==> config.mk <==
export PLATFORM = sky130hd
export DESIGN_NAME = fir_decim_buffer_flat
export DESIGN_NICKNAME = d
export VERILOG_FILES = /design/src/rtl/fir_decim_buffer_if.sv /design/src/rtl/fir_decim_buffer.sv /design/src/flat_wrapper.sv
export SDC_FILE = /design/constraint.sdc
export NUM_CORES = 1
export LEC_CHECK = 0
export ABC_AREA = 1
export CELL_PAD_IN_SITES_DETAIL_PLACEMENT = 1
export CELL_PAD_IN_SITES_GLOBAL_PLACEMENT = 1
export CORE_MARGIN = 3
export CORE_UTILIZATION = 25
export CTS_CLUSTER_DIAMETER = 200
export DETAILED_ROUTE_END_ITERATION = 8
export PLACE_DENSITY_LB_ADDON = 0.1
export SYNTH_ARGS = -nofsm -noshare
export SYNTH_HDL_FRONTEND = slang
export SYNTH_SLANG_ARGS = --single-unit
==> constraint.sdc <==
create_clock -name clk -period 10.8 [get_ports clk]
set_clock_uncertainty 0.1 [all_clocks]
set_input_delay 2.16 -clock clk [delete_from_list [all_inputs] [get_ports clk]]
set_output_delay 2.16 -clock clk [all_outputs]
set_load 0.05 [all_outputs]
==> src/rtl/fir_decim_buffer_if.sv <==
// rtl/fir_decim_buffer_if.sv - output sample stream of the decimating FIR buffer
//
// Purpose: groups the consumer-side valid/ready handshake into one bundle.
// Signals:
//   m_data  - sample at the FIFO head (WIDTH bits)
//   m_valid - m_data holds a valid sample
//   m_ready - consumer accepts m_data this cycle
// Modports:
//   master - producer side (drives m_data/m_valid, samples m_ready)
//   slave  - consumer side (samples m_data/m_valid, drives m_ready)

interface fir_decim_buffer_if #(
  parameter int WIDTH = 16
);
  logic [WIDTH-1:0] m_data;
  logic             m_valid;
  logic             m_ready;

  modport master (output m_data, output m_valid, input m_ready);
  modport slave  (input m_data, input m_valid, output m_ready);
endinterface

==> src/rtl/fir_decim_buffer.sv <==
// rtl/fir_decim_buffer.sv - runtime decimator with FWFT sample FIFO behind the FIR
//
// Purpose: keeps one of every R FIR output samples (R = i_decim, 0 means 1),
// stores kept samples in a first-word-fall-through circular FIFO and hands
// them to the consumer over a valid/ready handshake. Drops on overflow are
// recorded in a sticky flag.
// Ports:
//   clk        - clock
//   rst        - asynchronous active-high reset
//   i_en       - i_fir_out carries a new sample this cycle
//   i_decim    - decimation factor R (RW bits)
//   i_fir_out  - FIR output sample (WIDTH bits)
//   i_clr_ovf  - synchronous clear of o_overflow
//   o_level    - FIFO occupancy 0..DEPTH
//   o_overflow - sticky: at least one kept sample was dropped
//   m_if       - output stream (m_data/m_valid/m_ready)

module fir_decim_buffer #(
  parameter int WIDTH = 16,
  parameter int DEPTH = 8,
  parameter int RW    = 8
) (
  input  logic                   clk,
  input  logic                   rst,
  input  logic                   i_en,
  input  logic [RW-1:0]          i_decim,
  input  logic [WIDTH-1:0]       i_fir_out,
  input  logic                   i_clr_ovf,
  output logic [$clog2(DEPTH):0] o_level,
  output logic                   o_overflow,
  fir_decim_buffer_if.master     m_if
);

  localparam int AW = $clog2(DEPTH);
  localparam int CW = AW + 1;
  localparam logic [CW-1:0] FULL_COUNT = CW'(DEPTH);

  logic [RW-1:0]    r_phase;
  logic [RW-1:0]    r_cur;
  logic [WIDTH-1:0] r_mem [DEPTH];
  logic [AW-1:0]    r_wr_ptr;
  logic [AW-1:0]    r_rd_ptr;
  logic [CW-1:0]    r_count;
  logic             r_overflow;

  logic [RW-1:0]    w_r_eff;
  logic [RW-1:0]    w_period;
  logic [RW-1:0]    w_phase_next;
  logic             w_boundary;
  logic             w_keep;
  logic             w_valid;
  logic             w_full;
  logic             w_pop;
  logic             w_push;
  logic             w_drop;

  // ---------------------------------------------------------------------------
  // Decimation phase
  // ---------------------------------------------------------------------------
  assign w_r_eff    = (i_decim == '0) ? RW'(1) : i_decim;
  assign w_boundary = (r_phase == '0);
  assign w_keep     = i_en && w_boundary;

  // At a period boundary the freshly latched factor governs the period that
  // starts now, so the wrap decision uses it instead of the stale r_cur.
  assign w_period = w_boundary ? w_r_eff : r_cur;

  always_comb begin
    w_phase_next = '0;
    if (i_en && (r_phase != (w_period - RW'(1)))) begin
      w_phase_next = r_phase + RW'(1);
    end
  end

  always_ff @(posedge clk or posedge rst) begin
    if (rst) begin
      r_phase <= '0;
      r_cur   <= RW'(1);
    end else begin
      r_phase <= w_phase_next;
      if (w_boundary) begin
        r_cur <= w_r_eff;
      end
    end
  end

  // ---------------------------------------------------------------------------
  // FIFO
  // ---------------------------------------------------------------------------
  assign w_valid = (r_count != '0);
  assign w_full  = (r_count == FULL_COUNT);
  assign w_pop   = w_valid && m_if.m_ready;
  // A full FIFO still takes a write when the head leaves in the same cycle.
  assign w_push  = w_keep && (!w_full || w_pop);
  assign w_drop  = w_keep && w_full && !w_pop;

  always_ff @(posedge clk or posedge rst) begin
    if (rst) begin
      for (int i = 0; i < DEPTH; i++) begin
        r_mem[i] <= '0;
      end
      r_wr_ptr <= '0;
      r_rd_ptr <= '0;
      r_count  <= '0;
    end else begin
      if (w_push) begin
        r_mem[r_wr_ptr] <= i_fir_out;
        r_wr_ptr        <= r_wr_ptr + AW'(1);
      end
      if (w_pop) begin
        r_rd_ptr <= r_rd_ptr + AW'(1);
      end
      case ({w_push, w_pop})
        2'b10:   r_count <= r_count + CW'(1);
        2'b01:   r_count <= r_count - CW'(1);
        default: r_count <= r_count;
      endcase
    end
  end

  // Set beats clear when a drop and clr_ovf coincide.
  always_ff @(posedge clk or posedge rst) begin
    if (rst) begin
      r_overflow <= 1'b0;
    end else if (w_drop) begin
      r_overflow <= 1'b1;
    end else if (i_clr_ovf) begin
      r_overflow <= 1'b0;
    end
  end

  // ---------------------------------------------------------------------------
  // Outputs: m_valid and m_data depend on registers only, never on m_ready.
  // ---------------------------------------------------------------------------
  assign m_if.m_valid = w_valid;
  assign m_if.m_data  = r_mem[r_rd_ptr];
  assign o_level      = r_count;
  assign o_overflow   = r_overflow;

endmodule

==> src/flat_wrapper.sv <==
// flat-port wrapper written by rule: the top's interface ports become plain ports
module fir_decim_buffer_flat 
#(
  parameter int WIDTH = 16,
  parameter int DEPTH = 8,
  parameter int RW    = 8
)
  (clk, rst, i_en, i_decim, i_fir_out, i_clr_ovf, o_level, o_overflow, m_if_m_data, m_if_m_valid, m_if_m_ready);
  fir_decim_buffer_if #(.WIDTH(WIDTH)) m_if_i ();
  input  logic clk;
  input  logic rst;
  input  logic i_en;
  input  logic [RW-1:0] i_decim;
  input  logic [WIDTH-1:0] i_fir_out;
  input  logic i_clr_ovf;
  output logic [$clog2(DEPTH):0] o_level;
  output logic o_overflow;
  output wire logic [$bits(m_if_i.m_data)-1:0] m_if_m_data;
  output wire logic [$bits(m_if_i.m_valid)-1:0] m_if_m_valid;
  input wire logic [$bits(m_if_i.m_ready)-1:0] m_if_m_ready;
  assign m_if_m_data = m_if_i.m_data;
  assign m_if_m_valid = m_if_i.m_valid;
  assign m_if_i.m_ready = m_if_m_ready;
  fir_decim_buffer #(.WIDTH(WIDTH), .DEPTH(DEPTH), .RW(RW)) u_core (.clk(clk), .rst(rst), .i_en(i_en), .i_decim(i_decim), .i_fir_out(i_fir_out), .i_clr_ovf(i_clr_ovf), .o_level(o_level), .o_overflow(o_overflow), .m_if(m_if_i));
endmodule
==> metrics, run 1 <==
status=complete, no violations; cell with the most instances after synthesis=nand2_1; Max FO, Critical Path=65; Cells after DPL=about 1,300; slowest cell on the critical path=clkdlybuf4s50_1; Reg-to-Reg Start=u_core.r_phase[0]; VDD IR max=111 µV; Layout fillers=about 3,600; EDFF count, synth=0; core footprint=0.0310 mm²; clk sink count=around 160; Syn Nets=963; H-Tree Depth=4; first-pass GRT wire length=between 30,000 and 40,000 µm; Gate power share=between 40% and 50%; Worst Hold Depth=2; global route overflow=0; Crit Path Category=register to output pin; Avg WL per Cell=17.0 µm; max-slew violations=0; crit path launch=u_core.r_rd_ptr[0]; DR vias=6,092; # diodes=0; setup TNS=0 ns; cell chain of the critical path=inv_2, o21ai_0, o22ai_1, nor2_1, a31oi_1, clkdlybuf4s50_1; Ys Warns=0; post-CTS setup buffers=0; Worst Max-Slew Pin Slew=1.07 ns; Leak=4.29 nW; CTS max path bufs=2; vias in the first global route=6,618; Mapped Area=0.00795 mm²; Critical Path Source Type=register; Post-CTS Resized=0; placed wire-length estimate=13,500 µm; Die ar.=0.0340 mm²; RSZ-0062 raised after global routing=false; top-area cell type share of the netlist area=48.5%; Reg2Reg Depth=16; drt drc=0; reg2reg setup slack=7.62 ns; Fmax achieved=186 MHz; I/O pin cnt=between 50 and 60; largest net degree at the start of global routing=93; Nets=988; power share of the clock group=20.4%; die height=184 µm; Pwr Density=318 mW/mm²; CP Capture Point=m_if_m_data[10]; non-filler cells in the finished layout=around 1,400; fin crit period=between 5 and 6 ns; layout cells sized above 1=between 10% and 20%; CTS buffer count=17; CTS Root Cell=clkbuf_16; Int Power=1.61 mW; synth top area cells=dfrtp_1, nand2_1, o21ai_2, nor2_1, o21ai_0; critical path endpoint category=output pin; Req. time, crit path=8.54 ns; RD Place Congestion=0.667; top cells by count, synth=nand2_1, dfrtp_1, nor2_1, o21ai_0, o21ai_1; Yosys top cell by area=dfrtp_1; syn_area_per_cell=8.60 µm²; Flop pwr share=32.6%; post-synth cell types=32; vias per cell=4.48; sw frac=44.8%; clock latency on the worst-skew pair=0.42 ns; Seq/Total Area, Yosys=about half; antenna violations before repair=1; fin crit share=49.8%; Synth async-reset ratio=100%; Hold Path Class=register to register; Finish-stage setup viols=0; final hold vios=0; power consumption=2.92 mW; Critical Path AT=3.12 ns; Slew HR=28.5%; dominant synthesized flop cell=dfrtp_1; final WL=23,100 µm; FF-to-FF End=u_core.o_level[3]; CTS clock-pin slew for the worst setup and hold paths=roughly 0.070 ns; area growth from synthesis to layout=15.5%; first-pass detailed-route iteration total=6; total of max-cap violations=0; die width=184 µm; NetSw=1.31 mW; CTS tree=done; PortBufs=50; CTS Hold Bufs=0; post-route ant nets=0; Final Hold Slack=0.379 ns; synthesized instance count=between 900 and 1,000; Starting Density=25.7%; Core Rows=64; Total GRT Usage=14.4%; CP peak stage delay=0.89 ns; 1st-iter DRT viols=approximately 250; #FFs+latches synth=roughly 160
-- per-stage QoR --
stage          setup WS, ns  utilization (%)  area, µm²
3_3_place_gp           5.75             27.8       8620
6_report               5.42             29.6       9190
2_1_floorplan          4.36                -       7950
3_5_place_dp           5.74             27.8       8620
4_1_cts                5.27             29.6       9190
5_1_grt                5.13             29.6       9190
-- state kept, by name, indices dropped and copies added (netlist names) --
name and cells:
u_core.r_rd_ptr 3, u_core.r_cur 8, u_core.r_mem 128, u_core.o_overflow 1
u_core.r_phase 8, u_core.o_level 4, u_core.r_wr_ptr 3
-- power by group through the flow --
stage                     sequential (mW)  clock (mW)  combinational (mW)
after CTS                           0.953       0.617                1.41
final                               0.952       0.597                1.37
after global placement              0.962           0                1.40
after floorplan                     0.955           0                1.00
after global routing                0.986       0.641                1.54
after detailed placement            0.962           0                1.41
-- cell type report --
cell class | instances | area [µm²] | share of cell area, %
flip-flops and latches | 155 | 3880 | 42.2
multi-input cells | 654 | 3450 | 37.5
repair buffers | 55 | 538 | 5.86
well taps | 396 | 495 | 5.39
clock buffers | 20 | 457 | 4.97
inverters | 67 | 256 | 2.79
clock inverters | 12 | 113 | 1.23
-- routing by layer --
layer	global-route usage (%)	share of wire, %	vias to the layer above
li1	-	-	3054
met5	0	0.056	-
met4	3.27	0.92	2
met1	19.9	50	2975
met3	2.51	2.3	14
met2	23.6	47	47
-- cells by family (layout without fill, tap and decap cells) --
group | count (synthesis) | count (layout) | synth area share (%)
and+or+nand+nor | 398 | 398 | 22.2
adders and majority gates | 9 | 9 | 1.51
xor gates and xnor gates | 14 | 14 | 1.54
DFF | 155 | 155 | 48.8
buffers and inverters | 116 | 154 | 7.88
AOI/OAI and AO/OA | 233 | 233 | 18.0
-- critical path: cells and delay by family (launching register included) --
kind            cells  cell delay, ns
buf+inv             2            1.66
compound gates      3            0.56
flops               1            0.40
simple gates        1            0.06
-- how the worst min path moves through the flow --
| stage | start | end | slack, ns |
|---|---|---|---|
| after floorplan | u_core.r_mem[111] | u_core.r_mem[111] | 0.35 |
| after global placement | u_core.r_mem[111] | u_core.r_mem[111] | 0.36 |
| after detailed placement | u_core.r_mem[75] | u_core.r_mem[75] | 0.36 |
| after CTS | u_core.r_mem[75] | u_core.r_mem[75] | 0.38 |
| after global routing | u_core.r_mem[75] | u_core.r_mem[75] | 0.39 |
| final | u_core.r_mem[69] | u_core.r_mem[69] | 0.38 |
-- cells in the final DEF (no fill, tap or decap), types with 12 or more instances in the layout --
cell type          n
nand2_1          199
dfrtp_1          153
nor2_1           129
o21ai_1           69
o21ai_0           69
o21ai_2           60
inv_1             58
clkdlybuf4s50_1   50
o22ai_1           17
clkbuf_16         17
nand2_2           16
a31oi_1           16
nand3_1           15
nor2_2            14
nand2_4           13
xor2_1            12
Note: power is estimated with default switching activity, not from simulation.
==> run 2: changes to the inputs <==
Clock period 10.8 ns to 4.7 ns, I/O delays scaled along.
==> run 2 against run 1 <==
Clock power rose by 140%. Non-clock buffer count rose by 5. Power rose by 140%. Cell count rose by 0.37%. Setup slack got worse by 4.3 ns. Highest routed layer is now met4. Critical endpoint is now m_if_m_data[2]. Largest cell class unchanged.
==> metrics, run 2 (same netlist as run 1, synthesis figures left out) <==
CTS tree=done; # diodes=0; Avg WL per Cell=16.6 µm; Req. time, crit path=3.66 ns; Starting Density=25.7%; clock latency on the worst-skew pair=approximately 0.42 ns; die height=approximately 180 µm; Critical Path Source Type=register; Leak=~4.4 nW; die width=184 µm; vias in the first global route=approximately 6,500; cell chain of the critical path=buf_4, o21ai_0, o22ai_1, nor2_1, a31oi_1, buf_12; critical path endpoint category=output pin; VDD IR max=~360 µV; Crit Path Category=register to output pin; Top Registers=u_core.r_mem (128), u_core.r_cur (8), u_core.r_phase (8); Layout fillers=3,589; Hold Path Class=register to register; final worst slack=roughly 1.1 ns; Fmax achieved=roughly 280 MHz; largest net degree at the start of global routing=between 150 and 200; fin crit share=about 76%; Slew HR=around 40%; core footprint=0.0310 mm²; Worst Max-Slew Pin Slew=0.903 ns; Finish-stage setup viols=0; CTS max path bufs=2; fin crit period=3.56 ns; max reg flops=128; RSZ-0062 raised after global routing=false; commonest non-fill, non-tap cell in the layout=nand2_1; largest register by flop count=u_core.r_mem; Die ar.=0.0340 mm²; layout cells sized above 1=18.5%; first-pass detailed-route iteration total=5; global route overflow=0; CP peak stage delay=0.60 ns; vias per cell=between 4 and 5; Post-CTS Resized=0; power share of the clock group=20.4%; placed wire-length estimate=13,400 µm; register area=between 0.003 and 0.004 mm²; power consumption=6.90 mW; CTS clock-pin slew for the worst setup and hold paths=0.07 ns; final WL=22,600 µm; I/O pin cnt=51; area of the multi-input gates=0.00345 mm²; antenna violations before repair=0; 1st-iter DRT viols=271; NetSw=3.10 mW; Core Rows=64; Setup WS pre-CTS=around 1.3 ns; CTS Root Cell=clkbuf_16; CTS buffer count=17; H-Tree Depth=4; final hold vios=0; Max FO, Critical Path=65; Critical Path AT=2.52 ns; status=complete, no violations; setup TNS=0 ns; Final Hold Slack=0.380 ns; max-slew violations=0; area growth from synthesis to layout=16.7%; Gate power share=a little under half; PortBufs=50; Total GRT Usage=14.0%; total of max-cap violations=0; drt drc=0; DR vias=around 6,100; Pwr Density=743 mW/mm²; Nets=993; slowest cell on the critical path=buf_4; most frequent cells in the layout=nand2_1, dfrtp_1, nor2_1; Flop pwr share=31.7%; CTS Hold Bufs=0; first-pass GRT wire length=36,900 µm; post-route ant nets=0; RD Place Congestion=0.702; sw frac=44.9%; clk sink count=about 160; Int Power=roughly 3.8 mW; post-CTS setup buffers=0
[run 2: cell types whose count changed in the layout (fill, tap and decap cells not counted), sizes merged]
cell | before | now
buf | 5 | 26
clkbuf | 20 | 18
clkdlybuf4s50 | 50 | 34
clkinv | 6 | 3
inv | 70 | 75
[run 2: per-layer routing]
| layer | GRT usage, % | wire length (µm) |
|---|---|---|
| met1 | 20.2 | 11900 |
| met2 | 22.0 | 10400 |
| met3 | 2.61 | 322 |
| met4 | 2.72 | 80 |
| met5 | 0 | 0 |
[run 2: final timing paths]
kind / depth (start not counted) / slack [ns] / from / endpoint
max: 6 / 1.14 / u_core.r_rd_ptr[0] / m_if_m_data[2]
min: 2 / 0.38 / u_core.r_mem[68] / u_core.r_mem[68]
max reg2reg: 16 / 1.54 / u_core.r_phase[0] / u_core.o_level[3]
min reg2reg: 2 / 0.38 / u_core.r_mem[68] / u_core.r_mem[68]
max in group asynchronous: 3 / 2.81 / rst / u_core.r_mem[40]
min in group asynchronous: 3 / 1.00 / rst / u_core.r_mem[114]
[run 2: critical path, delay by kind of cell (launching register included)]
family                 cells  cell delay, ns
buffers and inverters      2            0.81
and+or+nand+nor            1            0.06
AOI/OAI and AO/OA          3            0.81
DFF                        1            0.37
[run 2: power groups by stage]
stage               sequential (mW)  combinational [mW]  clock (mW)
CTS                            2.19                3.39        1.47
finish                         2.18                3.31        1.41
global route                   2.26                3.68        1.52
global placement               2.20                3.36           0
detailed placement             2.21                3.38           0
floorplan                      2.20                2.31           0
[run 2: cell type report]
class / count / area share (%)
clock buffers: 18 / 4.73
clock inverters: 14 / 1.62
inverters: 67 / 2.75
multi-input cells: 654 / 37.1
flip-flops and latches: 155 / 41.8
well taps: 396 / 5.34
repair buffers: 60 / 6.58
[run 2: through the flow]
step	utilization, %	instances	cell area, µm²
3_5_place_dp	28.0	1332	8690
6_report	29.9	1364	9280
4_1_cts	29.9	1364	9280
5_1_grt	29.9	1364	9280
3_3_place_gp	28.0	1332	8690
2_1_floorplan	-	925	7960
==> run 3: changes to the inputs <==
Clock period 4.7 ns to 3.08 ns, I/O delays scaled along.
==> run 3 against run 2 <==
Via count grew 2.1%. Worst hold slack lost 0.0050 ns. Largest cell class unchanged. First-iteration DRC count grew 4.8%. Utilization grew 0.90 points. Critical path type unchanged. Sequential power grew 54%. Count of clock-buffer cells in the layout grew 2. Clock power grew 59%.
==> metrics, run 3 (same netlist as run 1, synthesis figures left out) <==
Hold Path Class=register to register; RSZ-0062 raised after global routing=false; largest net degree at the start of global routing=80; Layout fillers=about 3,600; first-pass detailed-route iteration total=4; layout cells sized above 1=19.0%; core footprint=between 0.03 and 0.04 mm²; Fmax achieved=between 300 and 400 MHz; Finish-stage setup viols=0; 1st-iter DRT viols=284; Cells after DPL=1,338; vias per cell=4.53; Placed Area=0.00894 mm²; PortBufs=50; Pwr Density=~1200 mW/mm²; # diodes=0; RD Place Congestion=0.709; drt drc=0; CTS clock-pin slew for the worst setup and hold paths=0.07 ns; final hold vios=0; Req. time, crit path=2.36 ns; global route overflow=0; Final Cell Area=0.00956 mm²; clock latency on the worst-skew pair=0.43 ns; largest register by flop count=u_core.r_mem; cell chain of the critical path=buf_4, o21ai_0, o22ai_1, nor2_1, a31oi_1, buf_12; H-Tree Depth=4; CTS buffer count=17; max reg flops=between 100 and 150; non-filler cells in the finished layout=1,370; slowest cell on the critical path=a31oi_1; met2 routed WL=10,600 µm; register area=0.00388 mm²; CTS Root Cell=clkbuf_16; Critical Path Source Type=register; Core Rows=64; Max FO, Critical Path=23; final worst slack=0.181 ns; die width=184 µm; fin crit share=94.1%; Starting Density=about a quarter; Critical Path AT=2.18 ns; Total GRT Usage=14.6%; status=complete, no violations; Worst Max-Slew Pin Slew=0.570 ns; routed wl met3=between 300 and 400 µm; Top Registers=u_core.r_mem (128), u_core.r_cur (8), u_core.r_phase (8); CTS tree=done; CP top delay family=compound AO/OA/AOI/OAI gates; power consumption=11.2 mW; clk sink count=155; post-route ant nets=0; VDD IR max=approximately 440 µV; Nets=999; fin util=between 30% and 40%; Leak=4.48 nW; most frequent cells in the layout=nand2_1, dfrtp_1, nor2_1; setup TNS=0 ns; die height=184 µm; total of max-cap violations=0; critical path endpoint category=output pin; fin crit period=2.90 ns; DR vias=6,211; Avg WL per Cell=roughly 17 µm; Crit Path Category=register to output pin; CP peak stage delay=~0.42 ns; max-slew violations=0; Slew HR=around three fifths; area growth from synthesis to layout=20.2%; CTS max path bufs=2; I/O pin cnt=51; Top Layer Used=met4; final WL=around 23,000 µm; antenna violations before repair=0; CTS Hold Bufs=0; CP bufs+invs=2; Die ar.=about 0.034 mm²; area of the multi-input gates=0.00346 mm²; placed wire-length estimate=14,200 µm; reg2reg setup slack=around 0.40 ns; commonest non-fill, non-tap cell in the layout=nand2_1; Setup WS pre-CTS=0.167 ns; vias in the first global route=6,713; Final Hold Slack=0.374 ns; first-pass GRT wire length=38,500 µm; Routed met1 length=11,800 µm
## run 3: cell types whose count changed in the layout (fill, tap and decap cells not counted), sizes merged
cell / change
clkinv: +3
buf: +6
bufinv: +2
clkbuf: +2
inv: -7
## run 3: path summary, 6_finish.rpt
check                                          to  cells after the start                from
worst min-delay path             u_core.r_mem[41]                      2    u_core.r_mem[41]
min in group asynchronous         u_core.r_mem[2]                      3                 rst
worst max register to register  u_core.o_level[3]                     16   u_core.r_phase[0]
max in group asynchronous       u_core.o_overflow                      3                 rst
worst max-delay path               m_if_m_data[2]                      6  u_core.r_rd_ptr[1]
worst min register to register   u_core.r_mem[41]                      2    u_core.r_mem[41]
## run 3: repair_timing
| action | CTS | global route |
|---|---|---|
| endpoints found under the hold margin | 0 | 0 |
| endpoints found under the setup margin | 0 | 1 |
| gates resized for setup | 0 | 1 |
| buffers inserted | 0 | 0 |
## run 3: where the power goes
group	internal, mW	switching, mW
Sequential	2.88	0.467
Clock	1.31	0.928
Combinational	2.22	3.41
Total	6.41	4.80
## run 3: area by class of cell
class / count / share of cell area, %
Clock buffer: 20 / 4.67
Clock inverter: 12 / 1.72
Inverter: 67 / 2.67
Multi-Input combinational cell: 654 / 36.2
Sequential cell: 155 / 40.6
Tap cell: 396 / 5.18
Timing Repair Buffer: 66 / 8.96
## run 3: layer usage
metal  global-route usage (%)  vias to the layer above
li1                         -                     3079
met5                        0                        -
met4                     3.08                        0
met3                     2.37                       10
met2                     23.5                       45
met1                     20.7                     3077
## run 3: worst register-to-register path, delay by kind of cell (launching register included)
family	cells	cell delay (ns)
compound gates	1	0.22
simple gates	9	0.76
flops	1	0.42
buf+inv	2	0.19
fa+ha+maj	3	0.73
xor+xnor	1	0.13
